### src/rtl/cvita_sid_stamp.sv
// rtl/cvita_sid_stamp.sv - stamps a table-selected destination SID into CVITA headers
// Packets whose table entry is invalid are discarded whole and counted.
module cvita_sid_stamp #(
   parameter int DEST_WIDTH = 4
) (
   input  logic                  clk,
   input  logic                  rst_n,
   input  logic                  set_stb,
   input  logic [7:0]            set_addr,
   input  logic [31:0]           set_data,
   input  logic [63:0]           i_tdata,
   input  logic                  i_tlast,
   input  logic                  i_tvalid,
   output logic                  i_tready,
   input  logic [DEST_WIDTH-1:0] i_tdest,
   output logic [63:0]           o_tdata,
   output logic                  o_tlast,
   output logic                  o_tvalid,
   input  logic                  o_tready,
   output logic [DEST_WIDTH-1:0] o_tdest,
   output logic [31:0]           drop_count
);

   localparam int N = 1 << DEST_WIDTH;

   typedef enum logic [1:0] {HEAD, BODY, DROP} state_t;

   state_t                state_q, state_d;
   logic [15:0]           sid_q [N];
   logic [N-1:0]          vld_q;
   logic [63:0]           tdata_q, tdata_d;
   logic                  tlast_q, tlast_d;
   logic                  tvalid_q, tvalid_d;
   logic [DEST_WIDTH-1:0] tdest_q, tdest_d;
   logic [31:0]           drop_q, drop_d;

   logic        tbl_we, cnt_clr, drop_inc, ready, out_free, entry_vld;
   logic [15:0] entry_sid;
   logic        unused_set_bits;

   assign unused_set_bits = ^set_data[31:17];
   assign tbl_we  = set_stb && (set_addr < 8'(N));
   assign cnt_clr = set_stb && (set_addr == 8'hFF) && set_data[0];

   // Lookups read the registered table, so a same-cycle write is seen only by later headers.
   assign entry_vld = vld_q[i_tdest];
   assign entry_sid = sid_q[i_tdest];
   assign out_free  = o_tready || !tvalid_q;

   always_ff @(posedge clk or negedge rst_n) begin
      if (!rst_n) begin
         vld_q <= '0;
         for (int i = 0; i < N; i++) sid_q[i] <= '0;
      end else if (tbl_we) begin
         sid_q[set_addr[DEST_WIDTH-1:0]] <= set_data[15:0];
         vld_q[set_addr[DEST_WIDTH-1:0]] <= set_data[16];
      end
   end

   always_comb begin
      state_d  = state_q;
      tdata_d  = tdata_q;
      tlast_d  = tlast_q;
      tdest_d  = tdest_q;
      tvalid_d = tvalid_q && !o_tready;
      ready    = 1'b0;
      drop_inc = 1'b0;
      case (state_q)
         HEAD: begin
            ready = entry_vld ? out_free : 1'b1;
            if (i_tvalid && ready) begin
               if (entry_vld) begin
                  tvalid_d = 1'b1;
                  tdata_d  = {i_tdata[63:16], entry_sid};
                  tlast_d  = i_tlast;
                  tdest_d  = i_tdest;
                  state_d  = i_tlast ? HEAD : BODY;
               end else begin
                  drop_inc = 1'b1;
                  state_d  = i_tlast ? HEAD : DROP;
               end
            end
         end
         BODY: begin
            ready = out_free;
            if (i_tvalid && ready) begin
               tvalid_d = 1'b1;
               tdata_d  = i_tdata;
               tlast_d  = i_tlast;
               if (i_tlast) state_d = HEAD;
            end
         end
         DROP: begin
            ready = 1'b1;
            if (i_tvalid && i_tlast) state_d = HEAD;
         end
         default: state_d = HEAD;
      endcase
      // Clear beats a same-cycle increment.
      drop_d = cnt_clr ? 32'd0 : (drop_inc ? drop_q + 32'd1 : drop_q);
   end

   always_ff @(posedge clk or negedge rst_n) begin
      if (!rst_n) begin
         state_q  <= HEAD;
         tdata_q  <= '0;
         tlast_q  <= 1'b0;
         tvalid_q <= 1'b0;
         tdest_q  <= '0;
         drop_q   <= '0;
      end else begin
         state_q  <= state_d;
         tdata_q  <= tdata_d;
         tlast_q  <= tlast_d;
         tvalid_q <= tvalid_d;
         tdest_q  <= tdest_d;
         drop_q   <= drop_d;
      end
   end

   assign i_tready   = ready && rst_n;
   assign o_tdata    = tdata_q;
   assign o_tlast    = tlast_q;
   assign o_tvalid   = tvalid_q;
   assign o_tdest    = tdest_q;
   assign drop_count = drop_q;

endmodule

### config.mk
export PLATFORM = sky130hd
export DESIGN_NAME = cvita_sid_stamp
export DESIGN_NICKNAME = d
export VERILOG_FILES = /design/src/rtl/cvita_sid_stamp.sv
export SDC_FILE = /design/constraint.sdc
export NUM_CORES = 1
export LEC_CHECK = 0
export ABC_AREA = 1
export CORE_ASPECT_RATIO = 0.5
export CORE_MARGIN = 2
export CORE_UTILIZATION = 51
export DETAILED_ROUTE_END_ITERATION = 8
export HOLD_SLACK_MARGIN = 0.08
export PLACE_DENSITY_LB_ADDON = 0.05
export SLEW_MARGIN = 20
export SYNTH_ARGS = -nofsm -noshare
export SYNTH_HDL_FRONTEND = slang
export SYNTH_SLANG_ARGS = --single-unit
### constraint.sdc
create_clock -name clk -period 1.8 [get_ports clk]
set_input_delay 0.36 -clock clk [delete_from_list [all_inputs] [get_ports clk]]
set_output_delay 0.36 -clock clk [all_outputs]
set_load 0.05 [all_outputs]
==> impl_metrics.env, run 1 <==
export IMPL_die_x_um=268
export IMPL_overflow=0
export IMPL_antenna_found_initial=1
export IMPL_crit_arrival_ps=1710
export IMPL_critPathCaptureType="output port"
export IMPL_cts_buffer_depth=3
export IMPL_fin_setup_tns_ps=-938
export IMPL_grt_max_degree=155
export IMPL_synthDistinctLibCells=28
export IMPL_critPathLaunch="vld_q[10]$_DFFE_PN0P_"
export IMPL_syn_instance_count=2312
export IMPL_num_fill_cells=3033
export IMPL_timing_hold_ws_ps=378
export IMPL_cts_buffers=36
export IMPL_pre_cts_ws_ps=-626
export IMPL_die_h_um=136
export IMPL_synth_fp_nets=2427
export IMPL_core_area_mm2=0.0345
export IMPL_setup_worst_path_start_class="flop"
export IMPL_drt_iter0_markers=1574
export IMPL_critical_path_required_ps=1440
export IMPL_grt_pass1_wl_mm=83.5
export IMPL_route_detailed_drc=0
export IMPL_rrSetupSlack_ps=-80
export IMPL_critPathKind="flop to output port"
export IMPL_critPathMaxFanout=2
export IMPL_layout_min_cycle_time_ps=2070
export IMPL_track_usage_pct=29.4
export IMPL_totalWireLength_mm=56.6
export IMPL_ys_ff_latch=376
export IMPL_nNetsFinal=2656
export IMPL_ys_warn_count=0
export IMPL_p_leak_nw=11.3
export IMPL_irDropWorstVdd_mv=0.858
export IMPL_final_common_cell="nand2_1"
export IMPL_r2r_start="vld_q[7]$_DFFE_PN0P_"
export IMPL_yosysSeqAreaShare_pct=52.8
export IMPL_postRouteAntennaNets=0
export IMPL_final_cell_mix="717 x nand2_1, 373 x o21ai_0, 369 x dfrtp_1"
export IMPL_cts_htree_levels=2
export IMPL_worst_slew_pin_slew_ps=893
export IMPL_rsz0062_at_grt="yes"
export IMPL_drive_gt1_share_pct=13.7
export IMPL_p_per_area_mw_per_mm2=1200
export IMPL_status="complete, but fails checks"
export IMPL_max_cap_violations=0
export IMPL_clk_latency_ps=540
export IMPL_start_util_pct=51.7
export IMPL_hold_start="i_tdata[22]"
export IMPL_io_pins=217
export IMPL_relSlewSlack_pct=40.5
export IMPL_setup_ws_ps=-274
export IMPL_finalCritPeriodShare_pct=115
export IMPL_clock_sinks=376
export IMPL_finalSetupViolations=32
export IMPL_dp_hpwl_mm=34.1
export IMPL_cts_root_buf="clkbuf_16"
export IMPL_row_count=48
export IMPL_portBuffers=201
export IMPL_routedWlPerCell_um=18.6
export IMPL_viasPerCell=5.42
export IMPL_fin_skew_ps=11.9
export IMPL_syn_cell_area_mm2=0.0178
export IMPL_dieArea_mm2=0.0366
export IMPL_hp_class="input port to flop"
export IMPL_syn_to_final_growth_pct=28.0
export IMPL_via_count=16500
export IMPL_num_antenna_cells=0
export IMPL_first_pass_iters=5
export IMPL_grt_pass1_vias=14700
export IMPL_finalHoldViolations=0
export IMPL_max_freq_ghz=0.482
export IMPL_avgSynthCellArea_um2=7.71
export IMPL_cts_tree="built"
export IMPL_clk_pin_slew_ps=70
export IMPL_timing_max_transition_violations_final=0
export IMPL_violations="setup timing"
export IMPL_gp_congestion=0.900
## where the power goes
part           internal [mW]  switching [mW]
registers               9.53           0.655
logic                   3.05            5.96
clock network           4.68            3.43
total                   17.2            10.1
## metrics by stage
| stage | util, % | instance area (um2) | power, mW | instances |
|---|---|---|---|---|
| floorplan | - | 17900 | 15.5 | 2312 |
| global placement | 60.6 | 20900 | 18.2 | 2945 |
| detailed placement | 60.6 | 20900 | 18.3 | 2945 |
| CTS | 64.4 | 22200 | 26.4 | 3015 |
| global route | 66.2 | 22800 | 28.4 | 3043 |
| finish | 66.2 | 22800 | 27.3 | 3043 |
## path summary, 6_finish.rpt
kind | endpoint | depth (start not counted)
min in group asynchronous | drop_count[15]$_DFFE_PN0P_ | 2
worst min-delay path | o_tdata[22]$_DFFE_PN0P_ | 3
worst min register to register | o_tdata[42]$_DFFE_PN0P_ | 2
max in group asynchronous | o_tdata[20]$_DFFE_PN0P_ | 4
worst max register to register | o_tdata[47]$_DFFE_PN0P_ | 13
worst max-delay path | i_tready | 8
## layer usage
layer | track usage (%) | vias up | share of wire, %
met1 | 42.2 | 7924 | 44
met2 | 47.6 | 574 | 46
met3 | 4.76 | 78 | 7.6
met4 | 5.46 | 0 | 1.7
li1 | - | 7932 | -
met5 | 0 | - | 0
## sequential cells by signal (all words and copies together), names as in the netlist
register    cells
sid_q         256
o_tdata        64
drop_count     32
vld_q          16
o_tdest         4
state_q         2
o_tlast         1
o_tvalid        1
## worst max-delay path, stage by stage, from the launching register on
cell,delay (ps)
dfrtp_1,380
nor2_1,90
nor2_1,40
o21ai_1,60
nand3_1,90
nand3_2,110
nand3_2,80
a21boi_4,160
buf_12,150
## synthesized netlist by cell type
| cell type | instances | area [um2] |
|---|---|---|
| o211ai_1 | 8 | 60.1 |
| dfrtp_1 | 376 | 9410 |
| a21oi_1 | 1 | 5.00 |
| nand3_1 | 210 | 1050 |
| nand2_1 | 723 | 2710 |
| xnor2_1 | 6 | 52.6 |
| inv_2 | 4 | 15.0 |
| o21ai_1 | 1 | 5.00 |
| buf_4 | 8 | 60.1 |
| buf_1 | 14 | 52.6 |
| nor2_2 | 1 | 6.26 |
| nand2_2 | 4 | 25.0 |
| nand4_1 | 42 | 263 |
| nand3_2 | 1 | 10.0 |
| a21boi_0 | 1 | 7.51 |
| nor3b_1 | 1 | 7.51 |
| inv_4 | 1 | 6.26 |
| clkinv_1 | 1 | 3.75 |
| nor3_1 | 9 | 45.0 |
| o21ai_0 | 374 | 1870 |
| inv_1 | 95 | 357 |
| xor2_1 | 14 | 123 |
| clkbuf_1 | 99 | 372 |
| buf_6 | 9 | 101 |
| nor2_1 | 279 | 1050 |
| ha_1 | 1 | 12.5 |
| buf_2 | 28 | 140 |
| nor4_2 | 1 | 12.5 |
## layout make-up
class / instances / area, um2 / area share (%)
Clock buffer: 51 / 1050 / 4.59
Multi-Input combinational cell: 1678 / 7470 / 32.7
Sequential cell: 376 / 9420 / 41.3
Tap cell: 475 / 594 / 2.60
Inverter: 101 / 382 / 1.67
Clock inverter: 14 / 191 / 0.839
Timing Repair Buffer: 348 / 3720 / 16.3
## what timing repair did
action	4_1_cts	5_1_grt
cloned	0	20
resized for setup	4	42
hold buffers	2	0
setup endpoints to repair	70	138
hold endpoints to repair	93	0
buffers inserted	3	8
pin swaps	5	7
## cells by family after synthesis
| group | count (synthesis) | synth area share, % |
|---|---|---|
| buffers and inverters | 259 | 6.21 |
| flip-flops | 376 | 52.8 |
| AND/OR/NAND/NOR | 1271 | 29.1 |
| XOR/XNOR | 20 | 0.982 |
| AO/OA/AOI/OAI | 385 | 10.9 |
| adder cells (fa/ha/maj) | 1 | 0.0701 |
(Power assumes the default switching activity.)
==> run 2, diff against run 1 <==
Settings changed: HOLD_SLACK_MARGIN 0.08 to default.
==> run 2 against run 1 <==
The flow finishes with violations (hold timing, setup timing). Total power shrank 0.12%. Setup slack lost 5.7 ps. Final area is essentially flat. Largest cell class unchanged. Register-to-register slack is essentially flat. Combinational power is essentially flat. Count of clock-buffer cells in the layout is the same. Largest power group unchanged.
==> impl_metrics.env, run 2 (synthesized netlist as in run 1, its figures left out) <==
export IMPL_track_usage_pct=29.3
export IMPL_num_antenna_cells=0
export IMPL_switchingPower_mw=10.0
export IMPL_syn_to_final_growth_pct=27.9
export IMPL_die_h_um=136
export IMPL_final_cell_area_mm2=0.0228
export IMPL_finalCritPeriodShare_pct=116
export IMPL_timing_hold_ws_ps=-36.9
export IMPL_max_freq_ghz=0.481
export IMPL_grt_pass1_vias=14700
export IMPL_crit_arrival_ps=1720
export IMPL_overflow=0
export IMPL_largest_reg_flops=256
export IMPL_portBuffers=201
export IMPL_sequentialPowerShare_pct=37.4
export IMPL_p_int_mw=17.2
export IMPL_final_common_cell="nand2_1"
export IMPL_finalHoldViolations=28
export IMPL_worst_slew_pin_slew_ps=898
export IMPL_clkPwrFrac_pct=29.6
export IMPL_critPathMaxFanout=2
export IMPL_violations="hold timing, setup timing"
export IMPL_nNetsFinal=2655
export IMPL_antenna_found_initial=1
export IMPL_r2r_start="vld_q[6]$_DFFE_PN0P_"
export IMPL_status="complete, but fails checks"
export IMPL_totalWireLength_mm=56.3
export IMPL_critPathKind="flop to output port"
export IMPL_postRouteAntennaNets=0
export IMPL_routedWlPerCell_um=18.5
export IMPL_clk_pin_slew_ps=70
export IMPL_timing_max_transition_violations_final=0
export IMPL_seqCellArea_mm2=0.00942
export IMPL_clk_latency_ps=540
export IMPL_cts_root_buf="clkbuf_16"
export IMPL_route_detailed_drc=0
export IMPL_die_x_um=268
export IMPL_relSlewSlack_pct=40.1
export IMPL_viasPerCell=5.43
export IMPL_cts_buffers=36
export IMPL_fin_setup_tns_ps=-1110
export IMPL_drt_iter0_markers=1635
export IMPL_core_area_mm2=0.0345
export IMPL_gp_congestion=0.900
export IMPL_drive_gt1_share_pct=13.7
export IMPL_setup_ws_ps=-280
export IMPL_io_pins=217
export IMPL_p_per_area_mw_per_mm2=1200
export IMPL_final_cell_mix="717 x nand2_1, 373 x o21ai_0, 369 x dfrtp_1"
export IMPL_hp_class="input port to async pin"
export IMPL_cts_buffer_depth=3
export IMPL_cts_htree_levels=2
export IMPL_multi_input_area_mm2=0.00747
export IMPL_setup_worst_path_start_class="flop"
export IMPL_clock_sinks=376
export IMPL_fin_skew_ps=11.1
export IMPL_start_util_pct=51.7
export IMPL_dp_hpwl_mm=34.1
export IMPL_placed_cell_area_mm2=0.0209
export IMPL_irDropWorstVdd_mv=0.857
export IMPL_via_count=16500
export IMPL_rsz0062_at_grt="yes"
export IMPL_num_fill_cells=3034
export IMPL_switching_share_pct=36.7
export IMPL_reg2regPathDepth=13
export IMPL_layout_min_cycle_time_ps=2080
export IMPL_dieArea_mm2=0.0366
export IMPL_critPathCaptureType="output port"
export IMPL_finalSetupViolations=37
export IMPL_first_pass_iters=5
export IMPL_cts_tree="built"
export IMPL_p_leak_nw=11.3
export IMPL_grt_pass1_wl_mm=83.4
export IMPL_max_cap_violations=0
export IMPL_grt_max_degree=155
export IMPL_row_count=48
export IMPL_regMostFlops="sid_q"
export IMPL_share_comb_of_total_power_pct=33.0
export IMPL_critPathLaunch="vld_q[6]$_DFFE_PN0P_"
export IMPL_critical_path_required_ps=1440
run 2: power by group through the flow:
stage          sequential [mW]  combinational, mW  clock, mW
2_1_floorplan             12.9               2.62          0
3_3_place_gp              10.3               7.94          0
3_5_place_dp              10.3               8.03          0
4_1_cts                   10.2               8.05       8.20
5_1_grt                   10.3               9.59       8.55
6_report                  10.2               9.00       8.08
run 2: timing repair:
action	CTS	global route
setup buffers	3	8
resized for setup	4	42
hold endpoints to repair	93	0
hold buffers	1	0
pin swaps	5	7
cloned	0	20
endpoints found under the setup margin	70	138
run 2: final cells by class:
type                       instances  area share (%)
clock buffer                      51            4.60
clock inverter                    14           0.839
inverter                         101            1.67
multi-input combinational       1678            32.7
sequential                       376            41.3
tap                              475            2.60
timing repair buffer             347            16.3
run 2: path summary, 6_finish.rpt:
path                                                end  slack, ps
worst max-delay path                           i_tready       -280
worst min-delay path              sid_q[50]$_DFFE_PN0P_        -40
worst max register to register  o_tdata[47]$_DFFE_PN0P_        -90
worst min register to register  o_tdata[61]$_DFFE_PN0P_        470
max in group asynchronous       o_tdata[34]$_DFFE_PN0P_        310
min in group clk                o_tdata[22]$_DFFE_PN0P_        380
run 2: per-layer routing:
metal	up-vias	share of wire [%]	GRT usage (%)
met5	-	0	0
met4	0	1.7	5.80
met3	74	7.5	4.76
met2	555	46	47.5
met1	7961	44	42.0
li1	7924	-	-
run 2: through the flow:
| stage | util [%] | total power [mW] | std cells | setup WS [ps] |
|---|---|---|---|---|
| global placement | 60.6 | 18.2 | 2945 | -615 |
| CTS | 64.4 | 26.4 | 3014 | -318 |
| detailed placement | 60.6 | 18.3 | 2945 | -626 |
| finish | 66.2 | 27.3 | 3042 | -280 |
| global route | 66.2 | 28.4 | 3042 | -409 |
| floorplan | - | 15.5 | 2312 | -18.3 |
run 2: worst max-delay path: stages (launching register included):
cell      delay (ps)
dfrtp_1          380
inv_1             50
nand2_1           40
nand3_1           90
nand3_2          100
nand3_2          100
nand3_2          100
a21boi_4         160
buf_12           150
